[src/rtl/mem_access_stage.sv]
// MEM stage: single-outstanding req/ack data-memory access with byte-lane steering,
// load extension, misalignment detection and an ack timeout. MEM/WB outputs are registered.
module mem_access_stage #(
  parameter int ACK_TIMEOUT = 16,
  parameter int TCNT_W      = 5
) (
  input  logic        clk,
  input  logic        rst_n,
  input  logic        in_valid,
  output logic        in_ready,
  input  logic [31:0] alu_result,
  input  logic [31:0] store_data,
  input  logic [5:0]  alu_control,
  input  logic [4:0]  rd,
  input  logic        reg_write,
  output logic        dmem_req,
  output logic        dmem_we,
  output logic [31:0] dmem_addr,
  output logic [3:0]  dmem_wstrb,
  output logic [31:0] dmem_wdata,
  input  logic        dmem_ack,
  input  logic [31:0] dmem_rdata,
  output logic        mem_wb_valid,
  output logic [31:0] mem_wb_result,
  output logic [4:0]  mem_wb_rd,
  output logic        mem_wb_reg_write,
  output logic        misalign_exc,
  output logic        bus_err
);
  localparam logic [0:0] IDLE = 1'b0;
  localparam logic [0:0] BUSY = 1'b1;

  localparam logic [5:0] OP_LB  = 6'b010100;
  localparam logic [5:0] OP_LH  = 6'b010101;
  localparam logic [5:0] OP_LW  = 6'b010110;
  localparam logic [5:0] OP_LBU = 6'b010111;
  localparam logic [5:0] OP_LHU = 6'b011000;
  localparam logic [5:0] OP_SB  = 6'b011001;
  localparam logic [5:0] OP_SH  = 6'b011010;
  localparam logic [5:0] OP_SW  = 6'b011011;

  localparam logic [TCNT_W-1:0] TCNT_LAST = TCNT_W'(ACK_TIMEOUT - 1);

  logic [0:0]        state;
  logic [TCNT_W-1:0] tcnt;
  logic [5:0]        op_q;
  logic [1:0]        ofs_q;
  logic [4:0]        rd_q;
  logic              reg_write_q;

  logic        take, is_store, is_mem, misaligned;
  logic [3:0]  wstrb_n;
  logic [31:0] wdata_n, load_val;
  logic [7:0]  ld_byte;
  logic [15:0] ld_half;

  assign in_ready = (state == IDLE);
  assign take     = in_valid && in_ready;

  always_comb begin
    is_store   = (alu_control >= OP_SB) && (alu_control <= OP_SW);
    is_mem     = ((alu_control >= OP_LB) && (alu_control <= OP_LHU)) || is_store;
    misaligned = 1'b0;
    wstrb_n    = 4'b0000;
    wdata_n    = store_data;
    case (alu_control)
      OP_LH, OP_LHU: misaligned = alu_result[0];
      OP_LW:         misaligned = |alu_result[1:0];
      OP_SB: begin
        wstrb_n = 4'b0001 << alu_result[1:0];
        wdata_n = {4{store_data[7:0]}};
      end
      OP_SH: begin
        misaligned = alu_result[0];
        wstrb_n    = alu_result[1] ? 4'b1100 : 4'b0011;
        wdata_n    = {2{store_data[15:0]}};
      end
      OP_SW: begin
        misaligned = |alu_result[1:0];
        wstrb_n    = 4'b1111;
      end
      default: ;
    endcase
  end

  // Lane selection uses the byte offset captured with the request.
  always_comb begin
    case (ofs_q)
      2'd0:    ld_byte = dmem_rdata[7:0];
      2'd1:    ld_byte = dmem_rdata[15:8];
      2'd2:    ld_byte = dmem_rdata[23:16];
      default: ld_byte = dmem_rdata[31:24];
    endcase
    ld_half = ofs_q[1] ? dmem_rdata[31:16] : dmem_rdata[15:0];
    case (op_q)
      OP_LB:   load_val = {{24{ld_byte[7]}}, ld_byte};
      OP_LBU:  load_val = {24'd0, ld_byte};
      OP_LH:   load_val = {{16{ld_half[15]}}, ld_half};
      OP_LHU:  load_val = {16'd0, ld_half};
      default: load_val = dmem_rdata;
    endcase
  end

  always_ff @(posedge clk) begin
    if (!rst_n) begin
      state            <= IDLE;
      tcnt             <= '0;
      op_q             <= '0;
      ofs_q            <= '0;
      rd_q             <= '0;
      reg_write_q      <= 1'b0;
      dmem_req         <= 1'b0;
      dmem_we          <= 1'b0;
      dmem_addr        <= '0;
      dmem_wstrb       <= '0;
      dmem_wdata       <= '0;
      mem_wb_valid     <= 1'b0;
      mem_wb_result    <= '0;
      mem_wb_rd        <= '0;
      mem_wb_reg_write <= 1'b0;
      misalign_exc     <= 1'b0;
      bus_err          <= 1'b0;
    end else begin
      mem_wb_valid <= 1'b0;
      misalign_exc <= 1'b0;
      bus_err      <= 1'b0;
      case (state)
        IDLE: begin
          if (take) begin
            if (!is_mem) begin
              mem_wb_valid     <= 1'b1;
              mem_wb_result    <= alu_result;
              mem_wb_rd        <= rd;
              mem_wb_reg_write <= reg_write && (rd != 5'd0);
            end else if (misaligned) begin
              misalign_exc <= 1'b1;
            end else begin
              state       <= BUSY;
              tcnt        <= '0;
              dmem_req    <= 1'b1;
              dmem_we     <= is_store;
              dmem_addr   <= {alu_result[31:2], 2'b00};
              dmem_wstrb  <= wstrb_n;
              dmem_wdata  <= wdata_n;
              op_q        <= alu_control;
              ofs_q       <= alu_result[1:0];
              rd_q        <= rd;
              reg_write_q <= reg_write;
            end
          end
        end
        BUSY: begin
          // Ack beats the timeout when both land in the same cycle.
          if (dmem_ack) begin
            state        <= IDLE;
            dmem_req     <= 1'b0;
            mem_wb_valid <= 1'b1;
            mem_wb_rd    <= rd_q;
            if (dmem_we) begin
              mem_wb_reg_write <= 1'b0;
            end else begin
              mem_wb_result    <= load_val;
              mem_wb_reg_write <= reg_write_q && (rd_q != 5'd0);
            end
          end else if (tcnt == TCNT_LAST) begin
            state    <= IDLE;
            dmem_req <= 1'b0;
            bus_err  <= 1'b1;
          end else begin
            tcnt <= tcnt + 1'b1;
          end
        end
        default: state <= IDLE;
      endcase
    end
  end
endmodule
[config.mk]
export PLATFORM = sky130hd
export DESIGN_NAME = mem_access_stage
export DESIGN_NICKNAME = d
export VERILOG_FILES = /design/src/rtl/mem_access_stage.sv
export SDC_FILE = /design/constraint.sdc
export NUM_CORES = 1
export LEC_CHECK = 0
export ABC_AREA = 1
export BUFFER_PORTS_ARGS = -buffer_cell sky130_fd_sc_hd__clkbuf_2
export CAP_MARGIN = 25
export CORE_UTILIZATION = 40
export DETAILED_ROUTE_END_ITERATION = 10
export PLACE_DENSITY = 0.66
export SLEW_MARGIN = 15
export SYNTH_ARGS = -nofsm -noshare
export SYNTH_HDL_FRONTEND = slang
export SYNTH_SLANG_ARGS = --single-unit
export TNS_END_PERCENT = 10
[constraint.sdc]
create_clock -name clk -period 2.7 [get_ports clk]
set_input_delay 0.405 -clock clk [delete_from_list [all_inputs] [get_ports clk]]
set_output_delay 0.405 -clock clk [all_outputs]
set_load 0.01 [all_outputs]
Word-level counts from Yosys, hierarchy flattened --
Index checks and enable logic that the tools add are counted.
Operators by class: add/subtract/negate cells 1, magnitude comparators 4, eq/ne operators 22, shift-type cells 1, muxes and demuxes 45, bitwise logic cells 5, reductions and logical operators 19
Operators by type and width (count):
- two-way mux 32 bit | 4
- one-hot mux 32 bit (2 select lines) | 2
- one-hot mux 32 bit (4 select lines) | 1
- equality test 6 x 5 -> 1 bit (second input constant) | 10
- two-way mux 5 bit | 8
- one-hot mux 8 bit (3 select lines) | 1
- one-hot mux 5 bit (2 select lines) | 2
- two-way mux 1 bit | 19
- two-way mux 16 bit | 1
- >= comparator 6 x 5 -> 1 bit (second input constant) | 2
- <= comparator 6 x 5 -> 1 bit (second input constant) | 2
- != test 2 bit (second input constant) | 6
- one-hot mux 4 bit (3 select lines) | 1
- AND reduction 4 bit | 3
- one-hot mux 1 bit (2 select lines) | 5
- nonzero test 5 bit | 2
- OR reduction 3 bit | 2
- adder 5 x 1 -> 5 bit (second input constant) | 1
- equality test 5 x 4 -> 1 bit (second input constant) | 1
- logical AND 1 bit | 5
- NOT 1 bit | 5
- AND reduction 5 bit | 1
- two-way mux 4 bit | 1
- != test 2 x 1 -> 1 bit (second input constant) | 2
- 9 further kinds | 10
Word-level totals: bits in registers 129, input bits 112, output and inout bits 112

Logic depth before layout (Yosys ltp) --
Gate-level depths: netlist of run 1.
depth after elaboration 7, gate-level depth with buffers 12, mapped depth without buffers 11

Worst setup path after synthesis of run 1 --
No wires, ideal clock.
path kind register to register, start point register tcnt[0], end point register tcnt[4], setup time 0.071 ns, data arrival time 1.666 ns, path slack 0.963 ns, stages on the path, launching flop included 8, buffers on the path 0, clock period less this slack 1.737 ns, path through dfxtp_1 -> ha_1 -> and3_1 -> ha_1 -> nor3_2 -> inv_1 -> or2_2 -> a21oi_1
Between the ends: cells in the longest elaborated chain, start to end 4, elaborated cells on any way between the ends 7
RTL lines:
- start, declared | RTL line 45 | logic [TCNT_W-1:0] tcnt;
- start signal, assigned | RTL line 170 | tcnt <= tcnt + 1'b1;
- adder 5 x 1 -> 5 bit | RTL line 170
- two-way mux 5 bit | RTL line 165 | end else if (tcnt == TCNT_LAST) begin
- two-way mux 5 bit | RTL line 154 | if (dmem_ack) begin
- one-hot mux 5 bit (2 select lines) | RTL line 127 | case (state)
Parallel ways exist; a longest one is shown, timed or not. The select of a mux whose other input is x is not followed. A chain may end at the register's enable or synchronous reset.

Worst setup path after layout of run 1 --
start point register ofs_q[1], end point register mem_wb_result[23]
Between the ends: cells in the longest elaborated chain, start to end 6, elaborated cells on any way between the ends 9
RTL lines:
- start, declared | RTL line 47 | logic [1:0] ofs_q;
- start signal, assigned | RTL line 146 | ofs_q <= alu_result[1:0];
- equality test 2 bit (tied with other cells) | RTL line 88 | case (ofs_q)
- one-hot mux 8 bit (3 select lines) | RTL line 88
- one-hot mux 32 bit (4 select lines) * | RTL line 95 | case (op_q)
- two-way mux 32 bit * | RTL line 159 | if (dmem_we) begin
- two-way mux 32 bit * | RTL line 154
- one-hot mux 32 bit (2 select lines) * | RTL line 127
- end signal, assigned | RTL line 132 | mem_wb_result <= alu_result;
- end signal, assigned | RTL line 162 | mem_wb_result <= load_val;
- end, declared | RTL line 24 | output logic [31:0] mem_wb_result,
Mark *: on every way between the ends. The rest lies on a longest branch, timed or not. The select of a mux whose other input is x is not followed.

==> metrics.txt, run 1 <==
GP Congestion 0.904; Syn. warnings 0; synthesis-to-finish area growth 26.6%; slowest stage delay, CP 530 ps; Final period util 79.4%; die area 17,000 sq um; GRT Util Overall 24.4%; Post-synth EDFFs 0; outcome complete, no violations; Final Util 52.2%; largest net degree at the start of global routing 108; nets@finish 1,313; Post-Layout Inst Area 8360 sq um; clock sink count 129; via count 7,117; Cells after Synth 1,005; H-tree depth 4; Logic pwr share 17.6%; Clock Latency Late Sink 420 ps; Cell Pwr Density 619 nW/um^2; leakage 4.25 nW; vias in the first global route 6,442; io pins 224; number of CTS-inserted buffers 17; CTS tree yes; # fillers 1,672; Pint 0.00371 W; Clock transition at path regs 60 ps; IO buf count 221; clock buffer depth 2; Synth cell types 35; CP cell instances clkinv_1 -> nand3_1 -> nand4_1 -> nand3_1 -> nand2_1 -> o21ai_0 -> a21oi_1; PnR worst setup slack 556 ps; DR vias/cell 4.99; CP most frequent cell nand3_1; Worst slew margin 52.7%; post-synthesis cell area 6600 sq um; sequential share of power 41.3%; Clock Power Share 41.2%; routed len/inst 14.5 um; Initial Util 41.2%; initial drt markers 407; DIE WIDTH 130 um; max_cap viols 0; Slew Viols, Final 0; kind of critical path flop to flop; Hold Buf Count CTS 0; Max Freq 467 MHz; Post-synth ARST share 0%; post-CTS setup buffer count 0; Resized Gates After CTS 0; Critical Path AT 2420 ps; root buffer cell clkbuf_16; Cell Area, Placed 7800 sq um; crit path max fanout 16; Pwr Total 0.00517 W; core area 16,000 sq um; HP Class input port to flop; Synth Flop Type dfxtp_1; Slew @ Worst Pin 709 ps; layout cells sized above 1 24.1%; Net Sw Power 0.00146 W; Detail Placement HPWL 14.5 mm; post-route ant nets 0; dpl ws 444 ps; first-pass GRT wire length 32.3 mm; CP endpoint kind flop; worst clock skew 8.93 ps; Seq/Total Area, Yosys 39.1%; FP Rows 46; RSZ-0062 raised after global routing no; Net Sw Frac 28.2%; GR Overflow Total 0; Crit-path slowest cell dfxtp_1; antenna cells 0; setup TNS 0 ps; RR Startpoint ofs_q[1]; Hold Crit Start dmem_ack; initial antenna violation count 0; CP startpoint ofs_q[1]; Req. time, crit path 2980 ps; #FFs+latches synth 129; final hold violation count 0; final routed DRC violation total 0; Startpoint Class flop; Routed WL 20.7 mm; TritonRoute pass-1 iters 5; min Tclk post-route 2140 ps; Avg Inst Size Synth 6.57 sq um; maximum vdd drop 0.453 mV; Final Setup Violations 0; die height 130 um
## final cells by class
type                    count  area, sq um  share of cell area [%]
multi-input cells         722         3350                    40.1
flip-flops and latches    129         2580                    30.9
repair buffers            235         1260                    15.0
clock buffers              24          482                    5.77
inverters                  94          353                    4.22
well taps                 216          270                    3.23
clock inverters             6         57.6                   0.689
## registers in the layout (all words and copies together) (netlist names), 2 cells and up
signal         flops
dmem_wdata        32
dmem_addr         30
op_q               6
mem_wb_rd          5
rd_q               5
mem_wb_result     32
dmem_wstrb         4
tcnt               5
ofs_q              2
## kinds of logic after synthesis
kind of cell | count (synthesis) | share of synthesized area [%]
compound gates | 257 | 20.7
buf+inv | 155 | 10.1
fa+ha+maj | 2 | 0.379
simple gates | 459 | 29.4
xor+xnor | 2 | 0.265
other cells | 1 | 0.0568
flops | 129 | 39.1
## critical path, delay by kind of cell, from the launching register on
| kind | cells | cell delay, ps |
|---|---|---|
| compound gates | 2 | 390 |
| buf+inv | 1 | 340 |
| flops | 1 | 530 |
| simple gates | 4 | 750 |
## layer usage
metal  part of all wire [%]  GRT usage, %
met5                      0             0
met4                    3.3          11.6
met3                    7.6          6.68
met2                     45          39.1
met1                     44          30.3
## metrics by stage
stage / hold slack, ps / instances
finish: 217 / 1426
global route: 230 / 1426
CTS: 207 / 1425
detailed placement: 457 / 1395
global placement: 453 / 1395
floorplan: 457 / 1006
## path summary, 6_finish.rpt
check	endpoint	slack (ps)	depth (start not counted)
worst min-delay path	bus_err	220	2
worst max-delay path	mem_wb_result[23]	560	7
worst max register to register	mem_wb_result[23]	560	7
worst min register to register	dmem_req	460	2
## cell usage after synthesis, drive strengths merged, types with 2 or more instances
library cell	number	area, sq um
nand4	10	62.6
clkbuf	22	82.6
or2	7	43.8
buf	39	233
a21oi	85	425
o21ai	136	688
ha	2	25.0
o21bai	16	120
o31ai	2	15.0
nor2	161	634
clkinv	2	7.51
inv	92	345
nor3	6	40.0
a31oi	16	100
nand3	68	363
nand2	206	788
dfxtp	129	2580
xor2	2	17.5
## power groups by stage
stage,sequential (W),combinational (W),clock [W]
after floorplan,0.00222,0.000483,0
after global placement,0.00217,0.000893,0
after detailed placement,0.00217,0.000901,0
after CTS,0.00213,0.000907,0.00217
after global routing,0.00215,0.00102,0.00226
final,0.00214,0.000908,0.00213
## cell usage in the layout (no fill, tap or decap), types with 4 or more instances in the layout
master / Yosys / routed
clkbuf_16: 0 / 17
inv_1: 87 / 87
clkbuf_2: 0 / 220
nand2_1: 200 / 200
nand4_1: 10 / 10
o21bai_1: 16 / 16
inv_2: 5 / 5
nand2_2: 6 / 6
o21ai_1: 7 / 7
a31oi_1: 16 / 16
buf_4: 5 / 10
nor3_1: 4 / 4
a21oi_1: 85 / 85
or2_2: 6 / 6
dfxtp_1: 129 / 128
o21ai_0: 127 / 127
clkbuf_1: 22 / 4
nand3_1: 65 / 65
nor2_1: 155 / 155
clkinv_2: 0 / 4
Note: power is estimated with default switching activity, not from simulation.
==> inputs of run 2 (changes only) <==
--- a/config.mk
+++ b/config.mk
@@ -5,12 +5,12 @@
 export SDC_FILE = /design/constraint.sdc
 export NUM_CORES = 1
 export LEC_CHECK = 0
-export ABC_AREA = 1
+export ABC_AREA = 0
 export BUFFER_PORTS_ARGS = -buffer_cell sky130_fd_sc_hd__clkbuf_2
 export CAP_MARGIN = 25
 export CORE_UTILIZATION = 40
 export DETAILED_ROUTE_END_ITERATION = 10
-export PLACE_DENSITY = 0.66
+export PLACE_DENSITY = 0.67
 export SLEW_MARGIN = 15
 export SYNTH_ARGS = -nofsm -noshare
 export SYNTH_HDL_FRONTEND = slang
==> constraint.sdc (replaced) <==
create_clock -name clk -period 2.1 [get_ports clk]
set_input_delay 0.315 -clock clk [delete_from_list [all_inputs] [get_ports clk]]
set_output_delay 0.315 -clock clk [all_outputs]
set_load 0.01 [all_outputs]
==> metrics.txt, run 2 <==
outcome complete, no violations (unchanged); Synth Flop Type dfxtp_1 (unchanged); share of the synthesized area in the top cell type 41.6% (was 39.1%); CP cell instances buf_12 -> mux2i_1 -> mux2i_1 -> a31o_2 -> a21oi_1 -> o21ai_0 (was clkinv_1 -> nand3_1 -> nand4_1 -> nand3_1 -> nand2_1 -> o21ai_0 -> a21oi_1); cell taking the most area after synthesis dfxtp_1 (unchanged); die height 127 um (was 130 um); Top Registers dmem_wdata x32, mem_wb_result x32, dmem_addr x30 (unchanged); clock buffer depth 2 (unchanged); clock sink count 129 (unchanged); Synth cell types 54 (was 35); Cell Pwr Density 764 nW/um^2 (was 619 nW/um^2); IO buf count 221 (unchanged); worst clock skew 10.3 ps (was 8.93 ps); crit-path leading delay family compound AO/OA/AOI/OAI gates (was simple AND/OR/NAND/NOR gates); Syn. warnings 0 (unchanged); Final Setup Violations 0 (unchanged); FP Rows 45 (was 46); commonest cells in the netlist nand2_1 (151), dfxtp_1 (129), o21ai_0 (100) (was nand2_1 (200), nor2_1 (155), dfxtp_1 (129)); top cells by area, synth dfxtp_1 (42%), nand2_1 (9.1%), mux2i_1 (8.7%) (was dfxtp_1 (39%), nand2_1 (11%), o21ai_0 (9.6%)); HP Class input port to flop (unchanged); slowest stage delay, CP 410 ps (was 530 ps); post-CTS setup buffer count 0 (unchanged); GRT Util Overall 24.6% (was 24.4%); CP endpoint kind flop (unchanged); CP most frequent cell mux2i_1 (was nand3_1); Seq/Total Area, Yosys 41.6% (was 39.1%); most frequent cells in the layout clkbuf_2 (220), nand2_1 (151), dfxtp_1 (128) (was clkbuf_2 (220), nand2_1 (200), nor2_1 (155)); kind of critical path flop to flop (unchanged); Slew @ Worst Pin 836 ps (was 709 ps); initial drt markers 711 (was 407); Cells after Synth 746 (was 1,005); Startpoint Class flop (unchanged); Pwr Total 0.00618 W (was 0.00517 W); Slew Viols, Final 0 (unchanged); maximum vdd drop 0.556 mV (was 0.453 mV); RSZ-0062 raised after global routing no (unchanged); Clock transition at path regs 70 ps (was 60 ps); core area 15,200 sq um (was 16,000 sq um); Req. time, crit path 2400 ps (was 2980 ps); DIE WIDTH 127 um (was 130 um); CTS tree yes (unchanged); H-tree depth 4 (unchanged); via count 6,364 (was 7,117); Max Freq 531 MHz (was 467 MHz); Worst slew margin 43.9% (was 52.7%); layout cells sized above 1 31.3% (was 24.1%); Avg Inst Size Synth 8.33 sq um (was 6.57 sq um); antenna cells 0 (unchanged); Post-synth ARST share 0% (unchanged); Routed WL 19.9 mm (was 20.7 mm); synthesis-to-finish area growth 30.1% (was 26.6%); number of CTS-inserted buffers 17 (unchanged); Initial Util 40.9% (was 41.2%); leakage 3.33 nW (was 4.25 nW); crit path max fanout 25 (was 16); TritonRoute pass-1 iters 5 (unchanged); root buffer cell clkbuf_16 (unchanged); Final period util 89.7% (was 79.4%); max_cap viols 0 (unchanged); Clock Latency Late Sink 430 ps (was 420 ps); setup TNS 0 ps (unchanged); #FFs+latches synth 129 (unchanged); nets@finish 1,059 (was 1,313); GR Overflow Total 0 (unchanged); Critical Path AT 2180 ps (was 2420 ps); io pins 224 (unchanged); most frequent cell after synthesis nand2_1 (unchanged); most common cell after layout, fill and taps aside clkbuf_2 (unchanged); first-pass GRT wire length 30.6 mm (was 32.3 mm); GP Congestion 0.863 (was 0.904); Crit-path slowest cell dfxtp_1 (unchanged); largest net degree at the start of global routing 122 (was 108); final routed DRC violation total 0 (unchanged); routed len/inst 17.4 um (was 14.5 um); Detail Placement HPWL 14.3 mm (was 14.5 mm); initial antenna violation count 0 (unchanged); post-route ant nets 0 (unchanged); final hold violation count 0 (unchanged); CP Buf/Inv Count 1 (unchanged); DR vias/cell 5.55 (was 4.99); min Tclk post-route 1880 ps (was 2140 ps); Post-synth EDFFs 0 (unchanged); die area 16,000 sq um (was 17,000 sq um); post-synthesis cell area 6210 sq um (was 6600 sq um); vias in the first global route 5,618 (was 6,442)
[run 2: changes by cell type in the layout (fill, tap and decap cells not counted), moves of 25 or more]
| cell | previous run | this run |
|---|---|---|
| nor2_1 | 155 | 10 |
| mux2i_1 | 0 | 54 |
| nand2_1 | 200 | 151 |
| inv_1 | 87 | 2 |
| o21ai_0 | 127 | 100 |
| a21oi_1 | 85 | 60 |
| nand3_1 | 65 | 23 |
[run 2: worst paths after layout]
kind	depth (start not counted)	startpoint	endpoint	slack, ps
worst max-delay path	6	ofs_q[1]	mem_wb_result[27]	220
worst min-delay path	3	store_data[29]	dmem_wdata[29]	130
worst max register to register	6	ofs_q[1]	mem_wb_result[27]	220
worst min register to register	2	mem_wb_result[8]	mem_wb_result[8]	450
[run 2: routing by layer]
layer	up-vias	GRT usage [%]	part of all wire, %	wire, um
met1	2989	34.6	46	9250
met4	0	8.36	2.1	424
met3	30	5.48	6.6	1310
li1	3095	-	-	-
met5	-	0	0	0
met2	250	37.2	45	8910
[run 2: power by group]
group / switching [W] / internal, W / total (W)
Combinational: 0.000439 / 0.000304 / 0.000742
Clock: 0.00119 / 0.00163 / 0.00283
Sequential: 0.0000561 / 0.00255 / 0.00261
[run 2: repair_timing]
action / 4_1_cts / 5_1_grt
resized for setup: 0 / 1
setup endpoints to repair: 0 / 15
hold buffers: 0 / 0
hold endpoints to repair: 0 / 0
[run 2: cell families (layout without fill, tap and decap cells)]
family                   count (synthesis)  after routing  synth area share [%]
other                                    1              2                0.0604
AND/OR/NAND/NOR                        241            241                  18.1
flip-flops                             129            129                  41.6
adder cells (fa/ha/maj)                  2              2                 0.403
buffers and inverters                   74            285                  5.92
AO/OA/AOI/OAI                          234            234                  21.9
XOR/XNOR                                 2              2                 0.282
multiplexers                            63             63                  11.8
[run 2: worst reg2reg max path, stage by stage, from the launching register on]
cell	delay (ps)
dfxtp_1	410
buf_12	220
mux2i_1	320
mux2i_1	120
a31o_2	330
a21oi_1	250
o21ai_0	120
[run 2: final cells by class]
cell class	instances	area, sq um
Inverter	4	15.0
Timing Repair Buffer	249	1410
Sequential cell	129	2580
Clock buffer	17	425
Fill cell	1453	7120
Multi-Input combinational cell	544	3280
Tap cell	188	235
Clock inverter	15	138
[run 2: stage by stage]
step | setup slack, ps | util [%] | cells | hold slack (ps) | instance area, sq um
floorplan | 297 | - | 747 | 391 | 6220
global route | 76.4 | 53.2 | 1146 | 134 | 8080
detailed placement | -65.4 | 49.4 | 1114 | 441 | 7510
CTS | 90.3 | 53.1 | 1146 | 120 | 8070
global placement | -34.3 | 49.4 | 1114 | 435 | 7510
finish | 217 | 53.2 | 1146 | 130 | 8080
